<file path="config.mk">
export PLATFORM = sky130hd
export DESIGN_NAME = pc_sequencer
export DESIGN_NICKNAME = d
export VERILOG_FILES = /design/src/rtl/pc_sequencer.sv
export SDC_FILE = /design/constraint.sdc
export NUM_CORES = 1
export LEC_CHECK = 0
export BUFFER_PORTS_ARGS = -buffer_cell sky130_fd_sc_hd__clkbuf_2
export CELL_PAD_IN_SITES_DETAIL_PLACEMENT = 0
export CELL_PAD_IN_SITES_GLOBAL_PLACEMENT = 1
export CORE_UTILIZATION = 32
export DETAILED_ROUTE_END_ITERATION = 8
export PLACE_DENSITY = 0.78
export SKIP_CTS_REPAIR_TIMING = 1
export SLEW_MARGIN = 20
export SYNTH_ARGS = -nofsm -noshare
export SYNTH_HDL_FRONTEND = slang
export SYNTH_SLANG_ARGS = --single-unit
export TNS_END_PERCENT = 100
</file>
<file path="constraint.sdc">
create_clock -name clock -period 2.7 [get_ports clock]
set_clock_uncertainty 0.2 [all_clocks]
set_input_delay 0.405 -clock clock [delete_from_list [all_inputs] [get_ports clock]]
set_output_delay 0.405 -clock clock [all_outputs]
set_load 0.05 [all_outputs]
</file>
<file path="src/rtl/pc_sequencer.sv">
// pc_sequencer
//   Program counter sequencer that closes the fetch -> decode loop. It picks the
//   next instruction address from the control unit's flow signals, sequences
//   HALT, IN (wait for a user confirm press) and program reset, and qualifies
//   datapath side effects through instr_valid.
// Ports
//   clock, reset          : rising-edge clock, asynchronous active-high reset
//   cu_Jump[1:0]          : 00 none, 01 absolute jump, 10 jump-to-register, 11 none
//   cu_Branch,
//   branch_taken          : conditional branch and its ALU outcome
//   cu_hlt, cu_reset,
//   cu_inSignal           : halt, program-reset and IN instructions
//   in_confirm, resume    : level inputs, rising edges detected internally
//   jump_target,
//   reg_target,
//   branch_target         : candidate next-pc values
//   pc, link_addr         : current address and pc+1 (wrapping) for link writes
//   instr_valid           : current instruction may commit side effects
//   halted, waiting_in    : state decode
//   retired               : saturating count of cycles with instr_valid=1
module pc_sequencer #(
  parameter int PC_W    = 10,
  parameter int COUNT_W = 32
) (
  input  logic               clock,
  input  logic               reset,
  input  logic [1:0]         cu_Jump,
  input  logic               cu_Branch,
  input  logic               branch_taken,
  input  logic               cu_hlt,
  input  logic               cu_reset,
  input  logic               cu_inSignal,
  input  logic               in_confirm,
  input  logic               resume,
  input  logic [PC_W-1:0]    jump_target,
  input  logic [PC_W-1:0]    reg_target,
  input  logic [PC_W-1:0]    branch_target,
  output logic [PC_W-1:0]    pc,
  output logic [PC_W-1:0]    link_addr,
  output logic               instr_valid,
  output logic               halted,
  output logic               waiting_in,
  output logic [COUNT_W-1:0] retired
);

  localparam logic [1:0] ST_RUN       = 2'b00;
  localparam logic [1:0] ST_WAIT_IN   = 2'b01;
  localparam logic [1:0] ST_COMMIT_IN = 2'b10;
  localparam logic [1:0] ST_HALT      = 2'b11;

  localparam logic [COUNT_W-1:0] RETIRED_MAX = {COUNT_W{1'b1}};
  localparam logic [PC_W-1:0]    PC_ZERO     = {PC_W{1'b0}};
  localparam logic [PC_W-1:0]    PC_ONE      = {{(PC_W-1){1'b0}}, 1'b1};

  logic [1:0]         state_r;
  logic [1:0]         state_nxt_s;
  logic [PC_W-1:0]    pc_r;
  logic [PC_W-1:0]    pc_nxt_s;
  logic [PC_W-1:0]    pc_inc_s;
  logic [COUNT_W-1:0] retired_r;
  logic [COUNT_W-1:0] retired_nxt_s;
  logic               in_prev_r;
  logic               resume_prev_r;
  logic               in_edge_s;
  logic               resume_edge_s;
  logic               valid_s;
  logic               clear_retired_s;

  // Natural wrap of the adder gives pc+1 mod 2^PC_W for both pc and link_addr.
  assign pc_inc_s      = pc_r + PC_ONE;
  // Only a fresh press counts; a level already high on entry is ignored.
  assign in_edge_s     = in_confirm & ~in_prev_r;
  assign resume_edge_s = resume & ~resume_prev_r;

  // Commit qualifier; the IN instruction is suppressed combinationally so its
  // write happens only in the later COMMIT_IN cycle. Priority mirrors the
  // next-pc chain so that X on a lower-priority input cannot leak in.
  always_comb begin
    valid_s = 1'b0;
    case (state_r)
      ST_RUN: begin
        if (cu_reset) begin
          valid_s = 1'b1;
        end else if (cu_hlt) begin
          valid_s = 1'b1;
        end else if (cu_inSignal) begin
          valid_s = 1'b0;
        end else begin
          valid_s = 1'b1;
        end
      end
      ST_COMMIT_IN: valid_s = 1'b1;
      default:      valid_s = 1'b0;
    endcase
  end

  // Next state / next pc selection.
  always_comb begin
    state_nxt_s     = state_r;
    pc_nxt_s        = pc_r;
    clear_retired_s = 1'b0;
    case (state_r)
      ST_RUN: begin
        if (cu_reset) begin
          pc_nxt_s        = PC_ZERO;
          clear_retired_s = 1'b1;
        end else if (cu_hlt) begin
          state_nxt_s = ST_HALT;
        end else if (cu_inSignal) begin
          state_nxt_s = ST_WAIT_IN;
        end else if (cu_Jump == 2'b01) begin
          pc_nxt_s = jump_target;
        end else if (cu_Jump == 2'b10) begin
          pc_nxt_s = reg_target;
        end else if (cu_Branch && branch_taken) begin
          pc_nxt_s = branch_target;
        end else begin
          pc_nxt_s = pc_inc_s;
        end
      end
      ST_WAIT_IN: begin
        if (in_edge_s) begin
          state_nxt_s = ST_COMMIT_IN;
        end else begin
          state_nxt_s = ST_WAIT_IN;
        end
      end
      ST_COMMIT_IN: begin
        pc_nxt_s    = pc_inc_s;
        state_nxt_s = ST_RUN;
      end
      ST_HALT: begin
        if (resume_edge_s) begin
          pc_nxt_s    = pc_inc_s;
          state_nxt_s = ST_RUN;
        end else begin
          state_nxt_s = ST_HALT;
        end
      end
      default: begin
        state_nxt_s = ST_RUN;
        pc_nxt_s    = pc_r;
      end
    endcase
  end

  // Retired counter: program reset clears without counting its own cycle.
  always_comb begin
    if (clear_retired_s) begin
      retired_nxt_s = {COUNT_W{1'b0}};
    end else if (valid_s && (retired_r != RETIRED_MAX)) begin
      retired_nxt_s = retired_r + {{(COUNT_W-1){1'b0}}, 1'b1};
    end else begin
      retired_nxt_s = retired_r;
    end
  end

  // State, pc, counter and edge-detect registers.
  always_ff @(posedge clock or posedge reset) begin
    if (reset) begin
      state_r       <= ST_RUN;
      pc_r          <= PC_ZERO;
      retired_r     <= {COUNT_W{1'b0}};
      in_prev_r     <= 1'b0;
      resume_prev_r <= 1'b0;
    end else begin
      state_r       <= state_nxt_s;
      pc_r          <= pc_nxt_s;
      retired_r     <= retired_nxt_s;
      in_prev_r     <= in_confirm;
      resume_prev_r <= resume;
    end
  end

  assign pc          = pc_r;
  assign link_addr   = pc_inc_s;
  assign instr_valid = valid_s;
  assign halted      = (state_r == ST_HALT);
  assign waiting_in  = (state_r == ST_WAIT_IN);
  assign retired     = retired_r;

endmodule
</file>
; After elaboration in Yosys (flattened, before gate mapping)
; Index checks and enable logic that the tools add are counted.
[totals]
output_inout_bits = 55
reg_bits = 46
wordCells = 51
inputBits = 41
[classes]
bitwise_logic = 4
n_mux = 22
reduce_logical = 7
n_eq_ne = 11
add_sub_neg = 2
[op_table]
columns = operator, n
row1 = 10-bit two-way mux, 7
row2 = 32-bit two-way mux, 2
row3 = "32-bit by 1-bit adder with 32-bit output, second input constant", 1
row4 = "32-bit != test, second input constant", 1
row5 = 10-bit one-hot mux with 3 select lines, 1
row6 = "10-bit by 1-bit adder with 10-bit output, second input constant", 1
row7 = 2-bit two-way mux, 5
row8 = "3-bit != test, second input constant", 3
row9 = 2-bit one-hot mux with 4 select lines, 1
row10 = "2-bit == test, second input constant", 3
row11 = 1-bit two-way mux, 5
row12 = "2-bit by 1-bit == test with 1-bit output, second input constant", 2
row13 = 4-bit AND reduction, 1
row14 = 3-bit nonzero test, 1
row15 = 1-bit AND, 2
row16 = 1-bit logical AND, 2
row17 = 2-bit zero test, 1
row18 = "2-bit by 1-bit != test with 1-bit output, second input constant", 1
row19 = "2-bit != test, second input constant", 1
row20 = 1-bit NOT, 2
row21 = 1-bit one-hot mux with 2 select lines, 1
row22 = 2-bit AND reduction, 1
row23 = 2-bit nonzero test, 1

; Logic depth before layout (Yosys ltp)
; Gate-level depths: netlist of the first run.
[logic_depth]
word_depth = 8
ltp_mapped = 7
ltp_nobuf = 6

; Worst setup path after synthesis of the first run
; Ideal clock, no wire load.
[synth_path]
path_kind = reg2out
startpoint = reg pc_r[2], in the netlist pc[2]
endpoint = out link_addr[7]
stages_incl_launch_ff = 4
path_buffers = 0
setup_slack_ns = -0.148
arrival_time_ns = 2.243
cell_sequence = dfrtp_1 -> nand3_1 -> or3_1 -> xnor2_1
[synth_via]
elab_chain_len = 1
[synth_lines]
columns = item, line
row1 = from (decl), 57  ; logic [PC_W-1:0] pc_r;
row2 = from (signal assigned), 168  ; pc_r <= pc_nxt_s;
row3 = 10-bit by 1-bit adder with 10-bit output, 70  ; assign pc_inc_s = pc_r + PC_ONE;
row4 = to (decl), 39  ; output logic [PC_W-1:0] link_addr,
; Every way passes these cells.

; Final worst setup path of the first run
[layout_path]
startpoint = reg pc_r[0], in the netlist pc[0]
endpoint = out link_addr[7]
; The elaborated chain is that of the path after synthesis.

==> summary.txt, run 1 <==
Synth
  – Post-synth top area share: 36.84%
  – YS warnings: 0
  – Syn Area/Cell: 8.265 um2
  – Sequential-to-total area share from yosys stat: 36.84%
  – Syn_nets: 421
  – Top post-synthesis cells by area: dfrtp_1 37%, nand3_1 4.3%, nor2_1 4.3%, a21oi_1 4.0%, nand2_1 4.0%
  – Mux cell area share after synthesis: 1.001%
  – Seq cells post-synth: 46
  – Post-Synth Adder-Cell Area: less than 1%
  – Synth Flop Type: dfrtp_1
  – Yosys top cell by area: dfrtp_1
  – Mapped Cells: 378
  – Yosys cell types: 58
  – Post-synthesis simple-gate area fraction: 30.12%
  – Largest family of logic cells by synthesized area: simple AND/OR/NAND/NOR gates
  – Netlist Area Pre-Place: about 0.0031 mm2
  – Synth Area in XOR/XNOR: 3.644%
  – Ys async rst share: 100.0%
  – Number of synthesized flops with an enable pin: 0
  – Fraction of the mapped netlist area in compound gates: 24.15%

Place
  – Gp weighted congestion: 0.8381
  – HPWL Detailed: 7.221 mm
  – Placement Cell Area: 0.003851 mm2
  – Port bufs: 95
  – Pre-CTS setup slack: 0.1259 ns

Worst setup path
  – Largest fanout on the critical path: 6
  – Slowest stage delay, CP: 0.46 ns
  – Critical R2R Launch: state_r[0]
  – Register-to-register setup slack: 0.20 ns
  – Critical path type: reg2out
  – Arr. time, crit path: between 1.5 and 2 ns
  – Cell Chain, Critical Path: nand3_1 > or3_1 > xnor2_2 > clkbuf_2
  – Crit start category: flop
  – Cells on worst reg2reg path: 4
  – Worst Path Buf+Inv: 1
  – Reg-to-reg endpoint: retired[15]
  – Slowest library cell on the worst path: or3_1
  – Crit. End Element: primary output
  – Crit path max-delay family: simple AND/OR/NAND/NOR gates
  – Critical Path RT: 2.10 ns

Clock tree
  – Total CTS buffers: 5
  – CTS sink cnt: 46
  – CTS tree: done
  – Bufs on Longest Clock Path: 2
  – CTS Root Cell: clkbuf_8
  – Number of H-tree levels: 2
  – Worst-Skew Late Latency: 0.31 ns
  – Clock-pin slew on the worst setup and hold paths: roughly 0.090 ns

Final layout
  – Design area: 0.003975 mm2
  – Footprint of the multi-input gates: 0.001923 mm2
  – Fillers: a little under 1000
  – Area grow syn2layout: 27.23%
  – Reg area: 0.001151 mm2
  – Share of layout cells above drive strength 1: 30.42%
  – Nets: between 500 and 600
  – ANT cells: 0

Min path
  – Hold WC Path Type: in2reg
  – Hold depth: 1
  – Hold EP: in_prev_r
  – Hold path startpoint: in_confirm

Power
  – Net Sw Frac: 52.23%
  – Leak Pwr: between 0.0015 and 0.002 uW
  – Internal power: 1481 uW
  – Psw: 1620 uW
  – Gate power share: 54.6%
  – Peak VDD IR: roughly 400 uV
  – Clock Power Share: 14.7%
  – Seq pwr share: between 30% and 40%
  – Pwr dens: 780.1 mW/mm2

Floorplanning
  – Die W: 100.8 um
  – IO Pins: 96
  – Initial core utilization: 33.49%
  – FP Rows: 35
  – Core Area: 0.009328 mm2
  – DIE HEIGHT: 100.8 um
  – Die area: 0.01016 mm2

Global route
  – Vias in the first global route: slightly above 3000
  – First-pass GRT wire length: about 15 mm
  – Gr usage total: 19.03%
  – Pin count of the biggest net entering global routing: 26
  – Initial antenna violation count: 0
  – Grt ovf: 0

Timing
  – Worst Tran Pin Value: 0.6998 ns
  – RSZ-0062 raised after global routing: false
  – Final worst-path setup slack: 0.1306 ns
  – Minimum clock period: 2.569 ns
  – Fmax: 389.2 MHz
  – Max_slew headroom: 52.99%
  – Final slew viol count: 0
  – # setup viols final: 0
  – Final Hold Fails: 0
  – Setup tns final: 0 ns
  – Final critical-path share of the clock period: 95.16%

Route
  – Vias: 3363
  – Vias/cell: around 5.5
  – Final WL: 9.473 mm
  – Iter 0 DRT Violations: 172
  – Wire per inst: ~16 um
  – Residual DRC: 0
  – TritonRoute pass-1 iters: 4
  – Post-route ant nets: 0

Job
  – Max cap viols: 0

Run status
  – Status: finished, final reports clean
## sequential cells by signal, summed over array words and instances (netlist names)
name           cells
retired           32
resume_prev_r      1
state_r            2
pc                10
in_prev_r          1
## how the worst max path moves through the flow
stage          startpoint            to  slack (ns)  cells past startpoint
2_1_floorplan       pc[0]         pc[2]       0.008                      6
3_3_place_gp   retired[0]   retired[25]        0.18                      6
3_5_place_dp   retired[0]   retired[25]        0.13                      6
4_1_cts             pc[0]  link_addr[8]        0.01                      5
5_1_grt             pc[0]  link_addr[7]       0.003                      4
6_report            pc[0]  link_addr[7]        0.13                      4
## per-stage QoR
stage / util, % / std cells / total power, uW / hold WS (ns)
final: 42.62 / 609 / 3101 / 0.01022
after global routing: 42.62 / 609 / 3264 / 0.004366
after CTS: 42.27 / 608 / 3105 / -0.03473
after detailed placement: 41.29 / 600 / 2646 / 0.3036
after global placement: 41.29 / 600 / 2632 / 0.2922
after floorplan: - / 378 / 2175 / 0.2364
## cells in the mapped netlist, drive strengths merged (3+ instances only)
cell type,instances
xor2,9
or2,3
or4,9
nand2,33
nor2,36
inv,10
a31oi,8
o2111ai,3
or3,18
nand3,27
dfrtp,46
o211ai,11
o21ai,25
a211oi,4
a21o,4
nand3b,3
nand2b,5
clkbuf,14
o31ai,6
nand4,8
a311oi,3
and2,3
a32oi,3
xnor2,4
a21oi,30
and4,3
nor4,4
buf,3
nor3,11
and3,7
## logic make-up after synthesis
kind of cell             count (synthesis)
multiplexers                             3
XOR/XNOR                                13
adder cells (fa/ha/maj)                  2
AO/OA/AOI/OAI                          112
buffers and inverters                   27
flip-flops                              46
AND/OR/NAND/NOR                        175
## cell usage in the layout (no fill, tap or decap), types with 4 or more instances in the layout
| cell type | count |
|---|---|
| clkbuf_2 | 94 |
| o31ai_1 | 5 |
| a211oi_1 | 4 |
| nor3_1 | 7 |
| buf_4 | 14 |
| or3_1 | 18 |
| a21oi_1 | 25 |
| nand2_1 | 33 |
| nor4_1 | 4 |
| o21ai_0 | 19 |
| or4_1 | 9 |
| o21ai_1 | 5 |
| nand2b_1 | 5 |
| a31oi_1 | 8 |
| and3_1 | 7 |
| clkbuf_8 | 6 |
| xor2_1 | 7 |
| a21o_1 | 4 |
| o211ai_1 | 11 |
| nor2_1 | 36 |
| inv_1 | 9 |
| nand3_1 | 27 |
| dfrtp_1 | 46 |
| a21oi_2 | 5 |
| nand4_1 | 6 |
## area by class of cell
| type | count | area share (%) |
|---|---|---|
| Timing Repair Buffer | 111 | 15.36 |
| Sequential cell | 46 | 28.96 |
| Clock inverter | 1 | 0.1259 |
| Clock buffer | 7 | 2.172 |
| Multi-Input combinational cell | 305 | 48.38 |
| Tap cell | 129 | 4.060 |
| Inverter | 10 | 0.9443 |
## power groups by stage
stage	combinational [uW]	clock, uW	sequential (uW)
after floorplan	945	0	1230
after global placement	1670	0	958
after detailed placement	1680	0	961
after CTS	1690	467	948
after global routing	1800	496	972
final	1690	455	953
## per-layer routing
metal  GRT usage [%]  share of wire (%)  vias to the layer above
li1                -                  -                     1627
met1           26.45                 47                     1630
met2           31.19                 47                       97
met3           2.566                4.0                        9
met4           4.794                1.0                        0
met5               0                  0                        -
Note: power is estimated with default switching activity, not from simulation.
==> run 2: changes to the inputs <==
--- a/config.mk
+++ b/config.mk
@@ -5,12 +5,13 @@
 export SDC_FILE = /design/constraint.sdc
 export NUM_CORES = 1
 export LEC_CHECK = 0
+export ABC_AREA = 1
 export BUFFER_PORTS_ARGS = -buffer_cell sky130_fd_sc_hd__clkbuf_2
 export CELL_PAD_IN_SITES_DETAIL_PLACEMENT = 0
 export CELL_PAD_IN_SITES_GLOBAL_PLACEMENT = 1
 export CORE_UTILIZATION = 32
 export DETAILED_ROUTE_END_ITERATION = 8
-export PLACE_DENSITY = 0.78
+export PLACE_DENSITY = 0.8
 export SKIP_CTS_REPAIR_TIMING = 1
 export SLEW_MARGIN = 20
 export SYNTH_ARGS = -nofsm -noshare
==> summary.txt, run 2 <==
Final layout
  – Max FFs per register: 32 (unchanged)
  – Most common cell after layout, fill and taps aside: nand2_1 (was clkbuf_2)
  – Most frequent cells in the layout: 184 x nand2_1, 95 x clkbuf_2, 83 x nor2_1, 71 x inv_1, 47 x nand3_1 (was 94 x clkbuf_2, 46 x dfrtp_1, 36 x nor2_1, 33 x nand2_1, 27 x nand3_1)
  – Nets: 711 (was 522)
  – Footprint of the multi-input gates: 0.002117 mm2 (was 0.001923 mm2)
  – ANT cells: 0 (unchanged)
  – Area grow syn2layout: 20.17% (was 27.23%)
  – Fillers: 1245 (was 972)
  – Share of layout cells above drive strength 1: 22.87% (was 30.42%)
  – Reg area: 0.001151 mm2 (unchanged)

Route
  – Final WL: 10.69 mm (was 9.473 mm)
  – TritonRoute pass-1 iters: 5 (was 4)
  – Iter 0 DRT Violations: 230 (was 172)
  – Residual DRC: 0 (unchanged)
  – Wire per inst: 13.21 um (was 15.56 um)
  – Vias/cell: 4.859 (was 5.522)
  – Vias: 3931 (was 3363)
  – Post-route ant nets: 0 (unchanged)

Synth
  – YS warnings: 0 (unchanged)
  – Seq cells post-synth: 46 (unchanged)
  – Syn Area/Cell: 6.409 um2 (was 8.265 um2)
  – Top cells by count, synth: 184 x nand2_1, 83 x nor2_1, 72 x inv_1 (was 46 x dfrtp_1, 36 x nor2_1, 33 x nand2_1)
  – Yosys top cell by area: dfrtp_1 (unchanged)
  – Yosys cell types: 39 (was 58)
  – Number of synthesized flops with an enable pin: 0 (unchanged)
  – Netlist Area Pre-Place: 0.003672 mm2 (was 0.003124 mm2)
  – Most numerous cell in the Yosys netlist: nand2_1 (was dfrtp_1)
  – Ys async rst share: 100.0% (unchanged)
  – Post-synth top area share: 31.35% (was 36.84%)
  – Mapped Cells: 573 (was 378)
  – Synth Flop Type: dfrtp_1 (unchanged)
  – Top post-synthesis cells by area: dfrtp_1 31%, nand2_1 19%, nor2_1 8.5%, inv_1 7.4%, nand3_1 6.4% (was dfrtp_1 37%, nand3_1 4.3%, nor2_1 4.3%, a21oi_1 4.0%, nand2_1 4.0%)
  – Syn_nets: 616 (was 421)
  – Sequential-to-total area share from yosys stat: 31.35% (was 36.84%)

Place
  – Gp weighted congestion: 0.8923 (was 0.8381)
  – Pre-CTS setup slack: 0.4184 ns (was 0.1259 ns)
  – HPWL Detailed: 8.340 mm (was 7.221 mm)
  – Port bufs: 95 (unchanged)

Power
  – Leak Pwr: 0.002295 uW (was 0.001765 uW)
  – Seq pwr share: 25.5% (was 30.7%)
  – Internal power: 1911 uW (was 1481 uW)
  – Psw: 2640 uW (was 1620 uW)
  – Peak VDD IR: 581.7 uV (was 403.7 uV)
  – Pwr dens: 1031 mW/mm2 (was 780.1 mW/mm2)
  – Clock Power Share: 14.0% (was 14.7%)
  – Gate power share: 60.6% (was 54.6%)
  – Net Sw Frac: 58.01% (was 52.23%)

Timing
  – Worst Tran Pin Value: 0.8439 ns (was 0.6998 ns)
  – Fmax: 411.4 MHz (was 389.2 MHz)
  – Final Hold Fails: 0 (unchanged)
  – Max_slew headroom: 43.23% (was 52.99%)
  – Final critical-path share of the clock period: 90.02% (was 95.16%)
  – # setup viols final: 0 (unchanged)
  – RSZ-0062 raised after global routing: false (unchanged)
  – Final worst-path setup slack: 0.2693 ns (was 0.1306 ns)
  – Minimum clock period: 2.431 ns (was 2.569 ns)
  – Setup tns final: 0 ns (unchanged)
  – Final slew viol count: 0 (unchanged)

Floorplanning
  – FP Rows: 38 (was 35)
  – Die area: 0.01191 mm2 (was 0.01016 mm2)
  – Core Area: 0.01103 mm2 (was 0.009328 mm2)
  – DIE HEIGHT: 109.1 um (was 100.8 um)
  – IO Pins: 96 (unchanged)
  – Initial core utilization: 33.29% (was 33.49%)
  – Die W: 109.1 um (was 100.8 um)

Global route
  – GR peak layer: met2 (unchanged)
  – Gr usage total: 19.22% (was 19.03%)
  – Vias in the first global route: 3671 (was 3089)
  – Grt met1 use: 27.37% (was 26.45%)
  – Grt ovf: 0 (unchanged)
  – Initial antenna violation count: 0 (unchanged)
  – Pin count of the biggest net entering global routing: 47 (was 26)
  – First-pass GRT wire length: 17.90 mm (was 15.33 mm)
  – Met3 GRT Util: 2.809% (was 2.566%)
  – GRT met2 Usage: 30.32% (was 31.19%)

Worst setup path
  – Slowest library cell on the worst path: dfrtp_1 (was or3_1)
  – Worst Path Buf+Inv: 2 (was 1)
  – Slowest stage delay, CP: 0.43 ns (was 0.46 ns)
  – Crit path max-delay family: simple AND/OR/NAND/NOR gates (unchanged)
  – Arr. time, crit path: 1.83 ns (was 1.96 ns)
  – Critical Path RT: 2.10 ns (about the same)
  – Crit. End Element: primary output (unchanged)
  – Crit start category: flop (unchanged)
  – Cell mode on critical path: nand2_1
  – Register-to-register setup slack: 0.39 ns (was 0.20 ns)
  – Largest fanout on the critical path: 5 (was 6)
  – Critical path type: reg2out (unchanged)
  – Cell Chain, Critical Path: ha_1 > nand2_1 > nor2_1 > nand2_1 > nand2_1 > nand2_1 > inv_1 > clkbuf_2 (was nand3_1 > or3_1 > xnor2_2 > clkbuf_2)

Clock tree
  – Bufs on Longest Clock Path: 2 (unchanged)
  – Clock-pin slew on the worst setup and hold paths: 0.06 ns (was 0.09 ns)
  – Number of H-tree levels: 2 (unchanged)
  – CTS tree: done (unchanged)
  – CTS Root Cell: clkbuf_16 (was clkbuf_8)
  – Total CTS buffers: 5 (unchanged)
  – Worst-Skew Late Latency: 0.29 ns (was 0.31 ns)
  – CTS sink cnt: 46 (unchanged)

Job
  – Max cap viols: 0 (unchanged)

Min path
  – Hold WC Path Type: in2reg (unchanged)

Run status
  – Status: finished, final reports clean (unchanged)
## run 2: cell families (layout without fill, tap and decap cells)
family                   after synthesis  in the layout  share of synthesized area (%)
AO/OA/AOI/OAI                         61             61                          10.73
XOR/XNOR                              16             16                          3.816
adder cells (fa/ha/maj)                2              2                         0.6813
buffers and inverters                 90            186                          11.01
flip-flops                            46             46                          31.35
AND/OR/NAND/NOR                      358            358                          42.42
## run 2: worst paths after layout
path                        startpoint            end  cells after the start
max                              pc[0]   link_addr[6]                      8
min                             resume  resume_prev_r                      1
max reg2reg                 retired[0]     retired[6]                      8
min reg2reg                retired[31]    retired[31]                      2
max in group asynchronous        reset    retired[31]                      3
min in group asynchronous        reset  resume_prev_r                      3
## run 2: cell type report
class,instances,area share (%)
multi-input cells,437,47.97
flip-flops and latches,46,26.08
repair buffers,101,11.79
inverters,77,6.833
well taps,140,3.969
clock buffers,7,3.232
clock inverters,1,0.1134
## run 2: worst reg2reg max path: stages, from the launching register on
cell and delay [ns]:
dfrtp_1 0.43, ha_1 0.25, nand3_1 0.16, inv_2 0.07, nand2_2 0.12, nor2_4 0.06
a21boi_0 0.68, nand3_1 0.14, o21ai_0 0.12
## run 2: metrics by stage
step | util, % | total power, uW | hold WS, ns | cells | area (um2)
floorplan | - | 3372 | 0.2364 | 573 | 3672
global route | 40.01 | 4887 | 0.03094 | 809 | 4413
CTS | 40.01 | 4606 | 0.03329 | 809 | 4413
detailed placement | 38.67 | 3955 | 0.3301 | 801 | 4265
global placement | 38.67 | 3913 | 0.3284 | 801 | 4265
finish | 40.01 | 4552 | 0.03694 | 809 | 4413
## run 2: power groups by stage
stage,clock [uW],sequential (uW),combinational (uW)
CTS,654,1160,2790
floorplan,0,1720,1650
global placement,0,1160,2750
global route,682,1200,3010
detailed placement,0,1170,2780
finish,635,1160,2760
## run 2: per-layer routing
metal  vias up  share of wire, %
li1       1983                 -
met3        17               5.2
met4         0               1.5
met2        90                46
met5         -                 0
met1      1841                48
